File: src/rtl/video_timing_gen_if.sv
// Video timing bus: horizontal count/terminal-count from the upstream pixel counter
// in, registered sync/DE/coordinates/strobes out to the TMDS encoder stage.
interface video_timing_gen_if;
   logic [10:0] h_count;
   logic        h_tc;
   logic        hsync;
   logic        vsync;
   logic        de;
   logic [10:0] x;
   logic [9:0]  y;
   logic        line_start;
   logic        frame_start;
   logic        timing_err;

   modport master (
      input  h_count, h_tc,
      output hsync, vsync, de, x, y, line_start, frame_start, timing_err
   );

   modport slave (
      output h_count, h_tc,
      input  hsync, vsync, de, x, y, line_start, frame_start, timing_err
   );
endinterface

File: src/rtl/video_timing_gen.sv
// Video timing generator: vertical line counter and phase FSM driven by the upstream
// horizontal counter. Define VIDEO_TIMING_CHECK_EN to add the sticky h_count sequence checker.
module video_timing_gen #(
   parameter int H_ACTIVE = 1024,
   parameter int H_FP     = 48,
   parameter int H_SYNC   = 104,
   parameter int H_BP     = 75,
   parameter int V_ACTIVE = 768,
   parameter int V_FP     = 3,
   parameter int V_SYNC   = 6,
   parameter int V_BP     = 29,
   parameter bit HS_POL   = 1'b1,
   parameter bit VS_POL   = 1'b1
) (
   input  logic               clock,
   input  logic               MR_n,
   video_timing_gen_if.master vid
);

   localparam int H_TOTAL = H_ACTIVE + H_FP + H_SYNC + H_BP;
   localparam int V_TOTAL = V_ACTIVE + V_FP + V_SYNC + V_BP;

   localparam logic [10:0] H_ACT_END = 11'(H_ACTIVE);
   localparam logic [10:0] HS_START  = 11'(H_ACTIVE + H_FP);
   localparam logic [10:0] HS_END    = 11'(H_ACTIVE + H_FP + H_SYNC);
   localparam logic [10:0] H_END     = 11'(H_TOTAL);
   localparam logic [9:0]  V_LAST    = 10'(V_TOTAL - 1);
   localparam logic [9:0]  VFP_START = 10'(V_ACTIVE);
   localparam logic [9:0]  VS_START  = 10'(V_ACTIVE + V_FP);
   localparam logic [9:0]  VBP_START = 10'(V_ACTIVE + V_FP + V_SYNC);

   typedef enum logic [1:0] {ST_V_ACT, ST_V_FP, ST_V_SYNC, ST_V_BP} vstate_t;

   vstate_t     state;
   vstate_t     state_next;
   logic [9:0]  v_count;
   logic [9:0]  v_next;
   logic        h_tc_d;
   logic        advance;
   logic        h_act;
   logic        hs_on;
   logic        de_next;

   // The advanced line number feeds this cycle's outputs so h_count 0 and the new line agree.
   always_comb begin
      advance    = vid.h_tc & ~h_tc_d;
      v_next     = v_count;
      state_next = state;
      if (advance) begin
         v_next = (v_count == V_LAST) ? '0 : v_count + 10'd1;
         unique case (state)
            ST_V_ACT:  if (v_next == VFP_START) state_next = ST_V_FP;
            ST_V_FP:   if (v_next == VS_START)  state_next = ST_V_SYNC;
            ST_V_SYNC: if (v_next == VBP_START) state_next = ST_V_BP;
            ST_V_BP:   if (v_next == '0)        state_next = ST_V_ACT;
            default:   state_next = ST_V_ACT;
         endcase
      end
      h_act   = (vid.h_count < H_ACT_END) && (vid.h_count < H_END);
      hs_on   = (vid.h_count >= HS_START) && (vid.h_count < HS_END) && (vid.h_count < H_END);
      de_next = h_act && (state_next == ST_V_ACT);
   end

   always_ff @(posedge clock or negedge MR_n) begin
      if (!MR_n) begin
         h_tc_d          <= 1'b0;
         v_count         <= '0;
         state           <= ST_V_ACT;
         vid.hsync       <= ~HS_POL;
         vid.vsync       <= ~VS_POL;
         vid.de          <= 1'b0;
         vid.x           <= '0;
         vid.y           <= '0;
         vid.line_start  <= 1'b0;
         vid.frame_start <= 1'b0;
      end else begin
         h_tc_d          <= vid.h_tc;
         v_count         <= v_next;
         state           <= state_next;
         vid.hsync       <= hs_on ? HS_POL : ~HS_POL;
         vid.vsync       <= (state_next == ST_V_SYNC) ? VS_POL : ~VS_POL;
         vid.de          <= de_next;
         vid.x           <= de_next ? vid.h_count : '0;
         vid.y           <= de_next ? v_next : '0;
         vid.line_start  <= advance;
         vid.frame_start <= advance & (v_next == '0);
      end
   end

`ifdef VIDEO_TIMING_CHECK_EN
   logic [10:0] h_prev;

   // A count that neither holds, steps by one, nor restarts at 0 means a skip or bad load.
   always_ff @(posedge clock or negedge MR_n) begin
      if (!MR_n) begin
         h_prev         <= '0;
         vid.timing_err <= 1'b0;
      end else begin
         h_prev <= vid.h_count;
         if ((vid.h_count != h_prev) && (vid.h_count != h_prev + 11'd1) && (vid.h_count != '0))
            vid.timing_err <= 1'b1;
      end
   end
`else
   assign vid.timing_err = 1'b0;
`endif

endmodule

File: src/flat_wrapper.sv
// flat-port wrapper written by rule: the top's interface ports become plain ports
module video_timing_gen_flat 
#(
   parameter int H_ACTIVE = 1024,
   parameter int H_FP     = 48,
   parameter int H_SYNC   = 104,
   parameter int H_BP     = 75,
   parameter int V_ACTIVE = 768,
   parameter int V_FP     = 3,
   parameter int V_SYNC   = 6,
   parameter int V_BP     = 29,
   parameter bit HS_POL   = 1'b1,
   parameter bit VS_POL   = 1'b1
)
  (clock, MR_n, vid_h_count, vid_h_tc, vid_hsync, vid_vsync, vid_de, vid_x, vid_y, vid_line_start, vid_frame_start, vid_timing_err);
  video_timing_gen_if vid_i ();
  input  logic clock;
  input  logic MR_n;
  input wire logic [$bits(vid_i.h_count)-1:0] vid_h_count;
  input wire logic [$bits(vid_i.h_tc)-1:0] vid_h_tc;
  output wire logic [$bits(vid_i.hsync)-1:0] vid_hsync;
  output wire logic [$bits(vid_i.vsync)-1:0] vid_vsync;
  output wire logic [$bits(vid_i.de)-1:0] vid_de;
  output wire logic [$bits(vid_i.x)-1:0] vid_x;
  output wire logic [$bits(vid_i.y)-1:0] vid_y;
  output wire logic [$bits(vid_i.line_start)-1:0] vid_line_start;
  output wire logic [$bits(vid_i.frame_start)-1:0] vid_frame_start;
  output wire logic [$bits(vid_i.timing_err)-1:0] vid_timing_err;
  assign vid_i.h_count = vid_h_count;
  assign vid_i.h_tc = vid_h_tc;
  assign vid_hsync = vid_i.hsync;
  assign vid_vsync = vid_i.vsync;
  assign vid_de = vid_i.de;
  assign vid_x = vid_i.x;
  assign vid_y = vid_i.y;
  assign vid_line_start = vid_i.line_start;
  assign vid_frame_start = vid_i.frame_start;
  assign vid_timing_err = vid_i.timing_err;
  video_timing_gen #(.H_ACTIVE(H_ACTIVE), .H_FP(H_FP), .H_SYNC(H_SYNC), .H_BP(H_BP), .V_ACTIVE(V_ACTIVE), .V_FP(V_FP), .V_SYNC(V_SYNC), .V_BP(V_BP), .HS_POL(HS_POL), .VS_POL(VS_POL)) u_core (.clock(clock), .MR_n(MR_n), .vid(vid_i));
endmodule
File: config.mk
export PLATFORM = sky130hd
export DESIGN_NAME = video_timing_gen_flat
export DESIGN_NICKNAME = d
export VERILOG_FILES = /design/src/rtl/video_timing_gen_if.sv /design/src/rtl/video_timing_gen.sv /design/src/flat_wrapper.sv
export SDC_FILE = /design/constraint.sdc
export NUM_CORES = 1
export LEC_CHECK = 0
export ABC_AREA = 1
export CAP_MARGIN = 20
export CORE_MARGIN = 3
export CORE_UTILIZATION = 54
export CTS_CLUSTER_DIAMETER = 40
export CTS_CLUSTER_SIZE = 16
export DETAILED_ROUTE_END_ITERATION = 16
export PLACE_DENSITY = 0.85
export SETUP_SLACK_MARGIN = 0.02
export SYNTH_ARGS = -nofsm -noshare
export SYNTH_HDL_FRONTEND = slang
export SYNTH_SLANG_ARGS = --single-unit
File: constraint.sdc
create_clock -name clock -period 4.4 [get_ports clock]
set_input_delay 1.32 -clock clock [delete_from_list [all_inputs] [get_ports clock]]
set_output_delay 1.32 -clock clock [all_outputs]
set_load 0.01 [all_outputs]
==> results.sh <==
export IMPL_yosys_area_top_type_share_pct=49.8
export IMPL_drive_gt1_share_pct=20.7
export IMPL_maxCapViolations=0
export IMPL_nFillCells=262
export IMPL_avgSynthCellArea_um2=8.52
export IMPL_tightest_slew_ns=0.828
export IMPL_crit_path_start_kind="primary input"
export IMPL_first_pass_iters=4
export IMPL_fin_cells=321
export IMPL_fin_crit_sh_pct=70.2
export IMPL_synth_seq_cells=39
export IMPL_post_cts_resized=0
export IMPL_worstPathRequired_ns=4.60
export IMPL_post_route_min_period_ns=3.09
export IMPL_path_clk_slew_ns=0.12
export IMPL_crit_path_max_fanout=21
export IMPL_reg2reg_slack_ns=1.94
export IMPL_setup_ws_ns=1.31
export IMPL_min_delay_path_depth=2
export IMPL_skew_ns=0.0123
export IMPL_die_area_mm2=0.00439
export IMPL_ctsHoldBuffers=0
export IMPL_synthCells=230
export IMPL_ys_seq_area_share_pct=49.8
export IMPL_wl_per_cell_um=12.1
export IMPL_fmax_ghz=0.324
export IMPL_grt_antenna_before_repair=0
export IMPL_yosys_area_top_type="dfrtp_1"
export IMPL_synth_area_leaders="dfrtp_1 (50%), nand2_1 (8.2%), inv_1 (8.0%), nor2_2 (7.3%), nand2_2 (3.2%)"
export IMPL_grt_use_total_pct=20.2
export IMPL_finalWirelength_um=3900
export IMPL_vias=1540
export IMPL_reg2reg_from="u_core.v_count[0]"
export IMPL_p_leak_nw=1.25
export IMPL_grt_ovfl_total=0
export IMPL_grt_pass1_wl_um=6590
export IMPL_die_width_um=66.2
export IMPL_vias_per_cell=4.80
export IMPL_insertion_delay_ns=0.33
export IMPL_ant_nets=0
export IMPL_dp_slack_ns=0.986
export IMPL_rows=21
export IMPL_synth_cell_types=23
export IMPL_min_to="u_core.vid.line_start"
export IMPL_grt_setup_unrepaired="false"
export IMPL_tritoncts="built"
export IMPL_mostFrequentLayoutCells="nand2_1 (43), inv_1 (42), dfrtp_1 (39)"
export IMPL_hpwl_um=2900
export IMPL_peakVddDrop_v=0.000357
export IMPL_end_kind="register"
export IMPL_cts_buffer_depth=2
export IMPL_cts_root_buffer="clkbuf_4"
export IMPL_yosys_warnings=0
export IMPL_hold_viol_final=0
export IMPL_powerDensity_mw_per_mm2=541
export IMPL_cp_arrival_ns=3.28
export IMPL_drv_slew=0
export IMPL_nets=290
export IMPL_post_place_cells=313
export IMPL_htreeDepth=2
export IMPL_holdCritPathClass="reg2reg"
export IMPL_dieHeight_um=66.2
export IMPL_syn2layout_area_growth_pct=26.2
export IMPL_finalSetupTns_ns=0
export IMPL_numCtsBuffers=5
export IMPL_drtIter0Drc=114
export IMPL_cts_setup_buffers=0
export IMPL_worst_setup_path_type="in2reg"
export IMPL_initial_core_util_pct=57.4
export IMPL_status="completed"
export IMPL_drc=0
export IMPL_gp_congestion=0.849
export IMPL_syn_area_mm2=0.00196
export IMPL_maxSlewHeadroom_pct=44.8
export IMPL_antenna_cells=0
export IMPL_grt_pass1_vias=1460
export IMPL_worstHoldStart="u_core.h_tc_d"
export IMPL_ios=41
export IMPL_r2r_end="u_core.vid.x[7]"
export IMPL_core_mm2=0.00342
export IMPL_final_common_cell="nand2_1"
export IMPL_r2r_cells=14
export IMPL_port_buffer_count=39
export IMPL_clock_sinks=39
export IMPL_setup_viol=0
export IMPL_grt_max_degree=40
## cell families (layout without fill, tap and decap cells)
| kind of cell | count (synthesis) | after routing | synth area share (%) |
|---|---|---|---|
| compound gates | 18 | 18 | 5.04 |
| buf+inv | 50 | 94 | 10.9 |
| simple gates | 120 | 120 | 32.8 |
| other cells | 1 | 2 | 0.191 |
| fa+ha+maj | 2 | 2 | 1.28 |
| flops | 39 | 39 | 49.8 |
## final cells by class
class	instances	area (µm²)	share of cell area [%]
clock buffers	6	41.3	1.67
clock inverters	2	60.1	2.43
inverters	46	173	6.98
multi-input cells	142	773	31.3
flip-flops and latches	39	976	39.5
well taps	46	57.6	2.33
repair buffers	40	393	15.9
## registers in the layout (all words and copies together), names as in the netlist
| signal | flops |
|---|---|
| u_core.vid.vsync | 1 |
| u_core.vid.hsync | 1 |
| u_core.v_count | 10 |
| u_core.vid.y | 10 |
| u_core.state | 2 |
| u_core.vid.x | 11 |
| u_core.vid.line_start | 1 |
| u_core.vid.de | 1 |
| u_core.h_tc_d | 1 |
| u_core.vid.frame_start | 1 |
## worst max-delay path, cell delays in order
cell             delay [ns]
clkdlybuf4s50_1        0.47
inv_1                  0.04
nor2_1                 0.09
buf_4                  0.21
inv_1                  0.14
o21ai_0                0.34
a21oi_2                0.11
nand2_2                0.48
nor2_2                 0.07
## routing by layer
| metal | part of all wire, % | GRT usage (%) |
|---|---|---|
| met1 | 42 | 25.7 |
| met2 | 52 | 33.8 |
| met3 | 5.3 | 5.27 |
| met4 | 0.67 | 5.58 |
| met5 | 0 | 0 |
## cells in the mapped netlist (all sizes together)
| cell type | instances |
|---|---|
| nand2 | 53 |
| inv | 45 |
| nor2 | 42 |
| dfrtp | 39 |
| nand3 | 19 |
| o21ai | 13 |
| buf | 4 |
| nand4 | 4 |
| a21oi | 3 |
| ha | 2 |
| nor3 | 2 |
| o211ai | 2 |
| clkinv | 1 |
| conb | 1 |
## report_power, final
part           switching, mW  leakage [nW]  internal (mW)
clock network          0.111        0.0525          0.177
logic                  0.348         0.700          0.192
registers             0.0783         0.494          0.432
## through the flow
| step | power [mW] | util [%] | area, µm² | hold WS (ns) |
|---|---|---|---|---|
| final | 1.34 | 72.4 | 2470 | 0.597 |
| after global routing | 1.44 | 72.4 | 2470 | 0.615 |
| after CTS | 1.34 | 72.4 | 2470 | 0.590 |
| after detailed placement | 1.05 | 69.5 | 2370 | 0.587 |
| after global placement | 1.04 | 69.5 | 2370 | 0.579 |
| after floorplan | 0.889 | - | 1960 | 0.545 |
## worst max path at each step
stage,depth (start not counted),endpoint,start,slack [ns]
3_3_place_gp,9,u_core.vid.y[9],vid_h_tc,1.10
4_1_cts,9,u_core.vid.x[7],vid_h_tc,1.33
3_5_place_dp,9,u_core.vid.y[9],vid_h_tc,0.99
5_1_grt,9,u_core.vid.y[9],vid_h_tc,1.14
6_report,9,u_core.vid.x[7],vid_h_tc,1.31
2_1_floorplan,8,u_core.vid.y[6],vid_h_tc,1.77
No activity file was read; power rests on OpenSTA's default activity.
